File: src/rtl/dram_catch_arbiter.sv
// dram_catch_arbiter: front end for the layer-1 weight store (DRAM_catch).
// Shares the single RAM read port between two requesters (round-robin),
// passes writes through, and runs a hardware clear that zeroes every word.
// Optional feature macro: DRAM_CATCH_RAW_BYPASS_EN, which forwards same-cycle
// write data to a colliding read so the reader sees the new value.
module dram_catch_arbiter #(
    parameter int D_WIDTH = 4,
    parameter int A_WIDTH = 15
) (
    input  logic               clk,
    input  logic               rst_n,
    input  logic               r0_req,
    input  logic [A_WIDTH-1:0] r0_addr,
    output logic               r0_gnt,
    input  logic               r1_req,
    input  logic [A_WIDTH-1:0] r1_addr,
    output logic               r1_gnt,
    output logic               rvalid,
    output logic               rid,
    output logic [D_WIDTH-1:0] rdata,
    input  logic               w_req,
    input  logic [A_WIDTH-1:0] w_addr,
    input  logic [D_WIDTH-1:0] w_data,
    output logic               w_gnt,
    input  logic               clr_start,
    output logic               clr_busy,
    output logic               clr_done,
    output logic               mem_rce,
    output logic [A_WIDTH-1:0] mem_ra,
    input  logic [D_WIDTH-1:0] mem_rq,
    output logic               mem_wce,
    output logic [A_WIDTH-1:0] mem_wa,
    output logic [D_WIDTH-1:0] mem_wd
);

    localparam logic [A_WIDTH-1:0] LAST_ADDR = '1;
    localparam logic [A_WIDTH-1:0] PTR_ONE   = {{(A_WIDTH-1){1'b0}}, 1'b1};

    typedef enum logic {
        ST_RUN   = 1'b0,
        ST_CLEAR = 1'b1
    } state_t;

    state_t             state_q, state_d;
    logic [A_WIDTH-1:0] clr_ptr_q, clr_ptr_d;
    logic               rr_q, rr_d;
    logic               rvalid_q, rvalid_d;
    logic               rid_q, rid_d;
    logic               clr_done_q, clr_done_d;
    logic               gnt_any;
    logic               gnt_id;

    // Next state, read arbitration and RAM port steering
    always_comb begin
        state_d    = state_q;
        clr_ptr_d  = clr_ptr_q;
        rr_d       = rr_q;
        clr_done_d = 1'b0;
        gnt_any    = 1'b0;
        gnt_id     = 1'b0;
        r0_gnt     = 1'b0;
        r1_gnt     = 1'b0;
        w_gnt      = 1'b0;
        mem_rce    = 1'b0;
        mem_ra     = r0_addr;
        mem_wce    = 1'b0;
        mem_wa     = w_addr;
        mem_wd     = w_data;
        if (state_q == ST_RUN) begin
            clr_ptr_d = '0;
            if (r0_req && r1_req) begin
                gnt_any = 1'b1;
                gnt_id  = rr_q;
            end else if (r0_req) begin
                gnt_any = 1'b1;
                gnt_id  = 1'b0;
            end else if (r1_req) begin
                gnt_any = 1'b1;
                gnt_id  = 1'b1;
            end
            r0_gnt  = gnt_any && !gnt_id;
            r1_gnt  = gnt_any && gnt_id;
            // any grant hands priority to the other requester
            if (gnt_any) rr_d = ~gnt_id;
            mem_rce = gnt_any;
            mem_ra  = gnt_id ? r1_addr : r0_addr;
            w_gnt   = w_req;
            mem_wce = w_req;
            if (clr_start) state_d = ST_CLEAR;
        end else begin
            // clear owns the write port; reads are held off entirely
            mem_wce   = 1'b1;
            mem_wa    = clr_ptr_q;
            mem_wd    = '0;
            clr_ptr_d = clr_ptr_q + PTR_ONE;
            if (clr_ptr_q == LAST_ADDR) begin
                state_d    = ST_RUN;
                clr_done_d = 1'b1;
            end
        end
        rvalid_d = gnt_any;
        rid_d    = gnt_id;
    end

    // Control and read-return state registers
    always_ff @(posedge clk or negedge rst_n) begin
        if (!rst_n) begin
            state_q    <= ST_RUN;
            clr_ptr_q  <= '0;
            rr_q       <= 1'b0;
            rvalid_q   <= 1'b0;
            rid_q      <= 1'b0;
            clr_done_q <= 1'b0;
        end else begin
            state_q    <= state_d;
            clr_ptr_q  <= clr_ptr_d;
            rr_q       <= rr_d;
            rvalid_q   <= rvalid_d;
            rid_q      <= rid_d;
            clr_done_q <= clr_done_d;
        end
    end

`ifdef DRAM_CATCH_RAW_BYPASS_EN
    logic               hit_q, hit_d;
    logic [D_WIDTH-1:0] byp_q, byp_d;

    // Detect a read colliding with a granted write to the same word
    always_comb begin
        hit_d = gnt_any && w_gnt && (mem_ra == w_addr);
        byp_d = w_data;
    end

    // Hold the collision flag and the forwarded write data for one cycle
    always_ff @(posedge clk or negedge rst_n) begin
        if (!rst_n) begin
            hit_q <= 1'b0;
            byp_q <= '0;
        end else begin
            hit_q <= hit_d;
            byp_q <= byp_d;
        end
    end

    // rdata is held at zero outside valid beats so reset shows a clean bus
    always_comb begin
        rdata = '0;
        if (rvalid_q) rdata = hit_q ? byp_q : mem_rq;
    end
`else
    // rdata is held at zero outside valid beats so reset shows a clean bus
    always_comb begin
        rdata = '0;
        if (rvalid_q) rdata = mem_rq;
    end
`endif

    assign rvalid   = rvalid_q;
    assign rid      = rid_q;
    assign clr_busy = (state_q == ST_CLEAR);
    assign clr_done = clr_done_q;

endmodule

File: config.mk
export PLATFORM = sky130hd
export DESIGN_NAME = dram_catch_arbiter
export DESIGN_NICKNAME = d
export VERILOG_FILES = /design/src/rtl/dram_catch_arbiter.sv
export SDC_FILE = /design/constraint.sdc
export NUM_CORES = 1
export LEC_CHECK = 0
export ABC_AREA = 0
export CORE_MARGIN = 1
export CORE_UTILIZATION = 33
export CTS_BUF_LIST = sky130_fd_sc_hd__clkbuf_16
export DETAILED_ROUTE_END_ITERATION = 16
export PLACE_DENSITY_LB_ADDON = 0.15
export RECOVER_POWER = 50
export SYNTH_ARGS = -nofsm -noshare
export SYNTH_HDL_FRONTEND = slang
export SYNTH_SLANG_ARGS = --single-unit
File: constraint.sdc
create_clock -name clk -period 2.6 [get_ports clk]
set_input_delay 0.78 -clock clk [delete_from_list [all_inputs] [get_ports clk]]
set_output_delay 0.78 -clock clk [all_outputs]
set_load 0.01 [all_outputs]
==> results list, run 1 <==
- Status: finished clean
- In this run the number of H-tree levels came out at 1.
* Post-layout power: 1.263 mW
* RSZ-0062 raised after global routing: no
* Power per cell area: 497.0 mW/mm^2
- Post-synthesis net count: 201
* Post-synth cell types: 34
- Achievable clock frequency: 0.3915 GHz
- R2r worst-path depth: 4
* Max clock buf depth: 2
- Nets: 315
- Headroom to the max-slew limit came out at 0.2808.
* Static leakage power: 1.209 nW
- The share of synthesized area in the top cell type comes to 0.3670.
- Buffers placed on the I/O ports in this run total 105.
- For this run, design rule violations remaining after detail routing come to 0.
- Register-to-register setup slack: 0.76 ns
- Number of DRC markers in iteration 0: 51
* Transition at the pin with the smallest max-transition slack: 1.079 ns
* Source-to-sink clock delay at the later pin of the worst-skew pair: 0.25 ns
* Number of CTS-inserted buffers: 3
- Fraction of the cycle the final worst path needs: 0.9823
- In this run, post-CTS hold repair placed 0 buffers.
* Vias in the first global route: 1464
- Count of antenna-violating nets left after detailed routing: 0
* Synth Flop Type: dfrtp_1
* Area after DPL: 0.002509 mm^2
- Area Growth Syn to Fin: 86.33%
- Final setup margin: 0.04595 ns
- The first global-routing pass estimated 6389 um of wire.
- Final instance area: 0.002541 mm^2
- DP Cell Count: 298
* Full die area: 0.004394 mm^2
- Syn Area/Cell: 9.672 um^2
- MaxCap Viol Count: 0
* Floorplan core area: 0.003971 mm^2
- Initial cell density of the core: 0.3434
- The worst hold path belongs to the class reg -> reg.
- The repair_antennas step left the layout with diodes totalling 0.
- Critical register-to-register path endpoint: clr_busy
- The smallest clock period supported by the final layout is computed as 2.554 ns.
* Synth Cell Area: 0.001364 mm^2
- Row count: 23
- The final count of pins violating max slew came to 0.
- The startpoint identified for the worst register-to-register timing path is clr_ptr_q[0].
* Critical path startpoint category: input port
- Once layout is complete, the cells apart from fillers number 304.
- Gate count of the mapped netlist: 141
- Worst EP required: 1.82 ns
- Share of post-route cells with drive strength above 1: 0.1890
* Met3 track demand over resource: 0.04483
- Area of the multi-input gates: 798.3 um^2
- Using the TritonRoute via totals, the vias-per-cell ratio works out to 4.908.
* Sort of element at the end of the critical path: output port
- For this run, the total global-route usage over all layers was measured as 0.1868.
- For this run, global-route usage on met2 was measured as 0.3329.
* Reg clk slew, reported paths: 0.06 ns
- After synthesis, the share of flip-flops with an asynchronous set or reset is 1.000.
* Sequential-to-total area share from yosys stat: 0.3670
- Data arrival at the endpoint of the critical path: 1.77 ns
- TritonCTS built the clock tree.
- In the global route stage, met1 resource usage came out at 0.2135.
- In this run the worst path has a maximum fanout of 6.
* Area leader, netlist: dfrtp_1
- Wire length per cell: 12.87 um
* Remaining global-route overflow: 0
- In this run the horizontal extent of the chip is 66.29 um.
- Setup violations remaining at the end of the flow were counted as 0.
* Die Y-Extent: 66.29 um
* Flip-flop and latch count after synthesis: 20
* Highest ir drop seen on vdd: 0.2550 mV
* GPL Wtd Cong: 0.7719
- Library cell used as clock root buffer: clkbuf_16
- Capturing instance or port of the critical path: mem_ra[0]
- The critical path starts at r1_req.
- Number of enable flip-flop cells after synthesis: 0
- Pin count of the biggest net entering global routing: 21
* Crit Path Category: in -> out
* Total wire length after detailed routing: 3912 um
* Detail Placement HPWL: 3061 um
* Layout Skew: 0.003666 ns
- OpenSTA, run right after detailed placement, puts the worst setup slack at -0.7253 ns.
- CTS saw 20 sinks.
- Pin placement for this block handled 106 I/O pins.
- After synthesis, the cell types taking the most area are dfrtp_1 (37%), mux2_1 (12%), mux2_2 (9.9%).
- Initial antenna violation count: 0
- Yosys warnings: 0
* Via count: 1492
* Footprint of the flip-flops and latches: 500.5 um^2
- The final number of hold-violating endpoints came to 0.
- The first detailed-routing pass took 4 iterations.
* Layer with the highest usage: met2
- Summed over all failing endpoints, the final setup total negative slack is 0 ns.
- Counting the fill cells in the layout gives 357.
-- critical path, stage by stage --
cell and delay, ns:
clkdlybuf4s15_1 0.22, o211ai_4 0.13, buf_6 0.17, mux2_1 0.32, buf_2 0.14
-- worst min path at each step --
| stage | slack, ns | end | depth (start not counted) | start |
|---|---|---|---|---|
| global route | 0.55 | clr_busy | 1 | clr_ptr_q[14] |
| finish | 0.53 | clr_busy | 1 | clr_ptr_q[14] |
| CTS | 0.52 | clr_busy | 1 | clr_ptr_q[14] |
| global placement | 0.50 | clr_busy | 1 | clr_ptr_q[14] |
| detailed placement | 0.51 | clr_busy | 1 | clr_ptr_q[14] |
| floorplan | 0.46 | clr_busy | 1 | clr_ptr_q[14] |
-- report_power, final --
| group | switching [mW] | internal (mW) | total, mW |
|---|---|---|---|
| logic | 0.153 | 0.235 | 0.388 |
| clock network | 0.114 | 0.305 | 0.419 |
| registers | 0.0904 | 0.366 | 0.456 |
| total | 0.357 | 0.906 | 1.26 |
-- area by class of cell --
cell class / instances / share of cell area
tap: 50 / 0.02462
timing repair buffer: 115 / 0.4067
multi-input combinational: 104 / 0.3141
sequential: 20 / 0.1969
clock buffer: 3 / 0.02954
clock inverter: 1 / 0.01182
inverter: 11 / 0.01625
-- placed cells by master, fill, tap and decap left out, types with 2 or more instances in the layout --
cell,Yosys,final
nand2_1,7,7
or4_1,4,4
mux2i_1,3,3
a21oi_1,8,8
mux2_1,15,11
clkdlybuf4s50_1,0,58
and2_1,5,5
clkbuf_1,3,2
or3_1,3,3
nand2b_1,2,2
buf_6,0,6
nor2_1,7,7
inv_1,9,10
a31oi_1,2,2
buf_4,1,5
o31ai_1,4,4
dlygate4sd3_1,0,2
clkbuf_16,0,3
xnor2_1,2,2
mux2_4,0,4
dfrtp_1,20,20
mux2_2,12,12
nor2b_1,5,5
nand4_1,4,6
nor4_1,1,2
dlygate4sd2_1,0,28
buf_2,2,13
nand3_1,3,3
o21ai_0,6,6
-- through the flow --
stage / hold WS, ns / utilization
floorplan: 0.4625 / -
global placement: 0.5047 / 0.6317
detailed placement: 0.5110 / 0.6317
CTS: 0.5194 / 0.6452
global route: 0.5549 / 0.6399
finish: 0.5286 / 0.6399
-- cells by family after synthesis --
group / after synthesis / share of synthesized area
adders and majority gates: 1 / 0.009173
xor gates and xnor gates: 3 / 0.01927
AOI/OAI and AO/OA: 22 / 0.09725
muxes: 30 / 0.2450
DFF: 20 / 0.3670
buffers and inverters: 17 / 0.05138
and+or+nand+nor: 48 / 0.2110
-- timing repair --
item,4_1_cts,5_1_grt
hold endpoints to repair,0,0
pin swaps,1,1
setup endpoints to repair,43,6
setup buffers,1,0
cloned,1,0
gates resized for setup,104,2
-- cells in the mapped netlist, types with 2 or more instances --
cell       n
clkbuf_1   3
o21ai_0    6
inv_1      9
nand2b_1   2
mux2_2    12
nand4_1    4
nor2b_1    5
buf_2      2
o31ai_1    4
or4_1      4
mux2i_1    3
a31oi_1    2
nor2_1     7
dfrtp_1   20
nand2_1    7
a21oi_1    8
xnor2_1    2
nand3_1    3
inv_2      2
or3_1      3
mux2_1    15
nand4_2    2
and2_1     5
-- registers in the layout (all words and copies together) (netlist names) --
register and count:
clr_ptr_q 15, clr_busy 1, rr_q 1, clr_done 1, rvalid 1, rid 1
-- metal layers --
metal	part of all wire	routed length, um
met1	0.40	1553
met2	0.51	1977
met3	0.090	353
met4	0.0069	27
met5	0	0
(Power assumes the default switching activity.)
==> inputs of run 2 (changes only) <==
--- a/config.mk
+++ b/config.mk
@@ -7,9 +7,10 @@
 export LEC_CHECK = 0
 export ABC_AREA = 0
 export CORE_MARGIN = 1
-export CORE_UTILIZATION = 33
+export CORE_UTILIZATION = 36
 export CTS_BUF_LIST = sky130_fd_sc_hd__clkbuf_16
 export DETAILED_ROUTE_END_ITERATION = 16
+export GPL_ROUTABILITY_DRIVEN = 0
 export PLACE_DENSITY_LB_ADDON = 0.15
 export RECOVER_POWER = 50
 export SYNTH_ARGS = -nofsm -noshare
==> constraint.sdc (replaced) <==
create_clock -name clk -period 3 [get_ports clk]
set_input_delay 0.9 -clock clk [delete_from_list [all_inputs] [get_ports clk]]
set_output_delay 0.9 -clock clk [all_outputs]
set_load 0.01 [all_outputs]
==> run 2 against run 1 <==
Effect of this change:
- first-iteration DRC count increased by 73%
- critical endpoint is now mem_wce
- sequential power decreased by 13%
- sequential cell count unchanged
- register-to-register slack improved by 0.37 ns
- worst setup slack got worse by 0.0081 ns
- die area decreased by 8.1%
==> results list, run 2 (synthesis gave the netlist of run 1 again) <==
* Status: finished clean
* Source-to-sink clock delay at the later pin of the worst-skew pair: 0.24 ns (about the same)
* Full die area: 0.004039 mm^2 (-8.1%)
- The flip-flop count of the largest register, all copies and words added was 15 (unchanged).
- The worst slew margin relative to its limit came to 0.2901 (+0.009246).
* Portion of total power attributed to the clock network: 0.258 (-0.074)
- The count of inserted antenna diode cells is 0 (unchanged).
- Reg clk slew, reported paths: 0.05 ns (about the same)
- Library cell used as clock root buffer: clkbuf_16
- Wire length per cell: 13.14 um (+2.1%)
- The worst hold path belongs to the class reg -> reg.
- Reg power frac: 0.387 (+0.026)
- Leaving out fill and tap cells, the most frequent cell in the layout is clkdlybuf4s50_1.
* Critical register-to-register path endpoint: clr_ptr_q[14]
- Final Critical Period: 2.962 ns
- Final hold violation count: 0 (unchanged)
- The number of sinks on the clock net is 20 (unchanged).
- The internal power consumption is 0.7231 mW (-20%).
* Number of CTS-inserted buffers: 3 (unchanged)
- The total placed cells including tap cells came to 293 (-1.7%).
- Number of I/O pins: 106 (unchanged)
- Pin count of the biggest net entering global routing: 29 (+38%)
* Setup Total Neg Slack: 0 ns (unchanged)
- Proportion of total power due to net switching: 0.2948 (+0.01208)
- Worst EP required: 2.10 ns (+0.28 ns)
* Max clock buf depth: 2 (unchanged)
* Worst reg2reg path startpoint: clr_ptr_q[0]
- The placeable core area came to 0.003468 mm^2 (-13%).
- Static leakage power: 1.127 nW (-6.7%)
- The total of buffers placed on input and output ports was 105 (unchanged).
- The remaining routing DRC violations came to 0 (unchanged).
* Clock H-tree levels: 1 (unchanged)
- Final instance area: 0.002546 mm^2 (+0.20%)
- Fraction of the cycle the final worst path needs: 0.9874
* Hold EP: clr_busy
* Via count: 1508 (+1.1%)
- The setup violation total in the final timing report came to 0 (unchanged).
- The initial standard-cell utilization of the core was 0.3932 (+0.04980).
- The worst-case setup slack after placement is -0.5819 ns (+0.1434 ns).
- The die height came to 63.55 um (-4.1%).
- Number of pins exceeding their max-slew limit in the final report: 0 (unchanged)
- The via density per instance is 5.043 (+2.8%).
* Largest fanout on the critical path: 2 (-4)
- Register-to-register setup slack: 1.13 ns (+0.37 ns)
- The maximum clock skew at final layout is 0.001511 ns (-0.002155 ns).
- Top register by number of flip-flops: clr_ptr_q
- Vias in the first global route: 1497 (+2.3%)
* Hold-fix buffer count after cts: 0 (unchanged)
- Achievable clock frequency: 0.3376 GHz
* RSZ-0062 raised after global routing: no
* MaxCap Viol Count: 0 (unchanged)
- The first-pass detailed-route iteration total is 4 (unchanged).
- Final setup margin: 0.03789 ns (-0.008062 ns)
- Sort of element at the end of the critical path: output port
- The floorplan die width is 63.55 um (-4.1%).
- TritonCTS built the clock tree.
- The power per standard cell area came to 402.7 mW/mm^2 (-19%).
- The final standard cell count with taps included and fillers excluded came to 299 (-1.6%).
* Count of antenna-violating nets left after detailed routing: 0 (unchanged)
* Top library cells by usage in the layout, fill and taps aside: clkdlybuf4s50_1 (80), dfrtp_1 (20), buf_2 (14)
- The area growth from synthesis to layout is 86.70%.
- The worst hold path begins at clr_ptr_q[14].
- Highest ir drop seen on vdd: 0.2388 mV (-6.4%)
* Hold path depth: 1 (unchanged)
- Share of post-route cells with drive strength above 1: 0.1779 (-0.01111)
* GRT Resource Usage Total: 0.2043 (+0.01759)
* Switching pwr: 0.3023 mW (-15%)
- Nets: 315 (unchanged)
- Portion of total power attributed to combinational logic: 0.354 (+0.047)
* Row count: 21 (-8.7%)
- Total wire length after detailed routing: 3930 um (+0.46%)
* Transition at the pin with the smallest max-transition slack: 1.065 ns (-0.01387 ns)
- R2r worst-path depth: 4 (unchanged)
* Initial antenna violation count: 0 (unchanged)
- The first-pass GRT wire length was 6527 um (+2.2%).
- The half-perimeter wire length after placement was 3010 um (-1.7%).
- The area after detailed placement is 0.002509 mm^2 (unchanged).
* Number of DRC markers in iteration 0: 88 (+73%)
* Crit Path Category: in -> out
- STA classifies the critical path startpoint as an input port.
- Remaining global-route overflow: 0 (unchanged)
- Data arrival at the endpoint of the critical path: 2.06 ns (+0.29 ns)
## run 2: cell types whose count changed in the layout (fill, tap and decap cells not counted), moves of 2 or more
cell / before / now
mux2_1: 11 / 13
buf_6: 6 / 4
mux2_4: 4 / 1
dlygate4sd2_1: 28 / 5
buf_4: 5 / 3
clkdlybuf4s50_1: 58 / 80
## run 2: worst max path at each step
stage | startpoint | endpoint | slack, ns
after floorplan | r0_req | mem_ra[10] | 0.25
after global placement | r0_req | mem_ra[1] | -0.55
after detailed placement | r0_req | mem_ra[3] | -0.58
after CTS | w_addr[12] | mem_wa[12] | 0.01
after global routing | r1_req | mem_rce | 0.009
final | w_req | mem_wce | 0.04
## run 2: power groups by stage
stage | clock network (mW) | logic [mW] | registers [mW]
floorplan | 0 | 0.192 | 0.373
finish | 0.265 | 0.363 | 0.397
CTS | 0.269 | 0.371 | 0.403
global route | 0.283 | 0.402 | 0.407
global placement | 0 | 0.369 | 0.406
detailed placement | 0 | 0.377 | 0.406
## run 2: metrics by stage
stage | hold slack (ns) | power [mW] | utilization
after floorplan | 0.4625 | 0.5650 | -
after global placement | 0.4851 | 0.7746 | 0.7233
after detailed placement | 0.4965 | 0.7837 | 0.7233
after CTS | 0.5062 | 1.043 | 0.7392
after global routing | 0.5321 | 1.092 | 0.7341
final | 0.5074 | 1.025 | 0.7341
## run 2: timing repair
item                                   CTS  global route
cloned                                   1             0
endpoints found under the hold margin    0             0
pin swaps                                1             1
setup endpoints to repair               20            15
setup buffers                            2             0
gates resized for setup                 71             6
## run 2: per-layer routing
layer  part of all wire  global-route usage  vias to the layer above  routed length (um)
met5                  0                   0                        -                   0
met1               0.39              0.2324                      703                1551
li1                   -                   -                      733                   -
met2               0.52              0.3697                       70                2040
met4             0.0069             0.05682                        0                  27
met3              0.079             0.05435                        2                 310
## run 2: final cells by class
type | instances | area (um^2)
flip-flops and latches | 20 | 500.5
inverters | 11 | 41.29
fillers | 287 | 922.1
well taps | 46 | 57.56
repair buffers | 115 | 1085
clock buffers | 3 | 75.07
multi-input cells | 104 | 787.0
## run 2: critical path, cell delays in order
cell and delay, ns:
clkdlybuf4s50_1 0.40, or2_2 0.27, clkdlybuf4s50_1 0.49
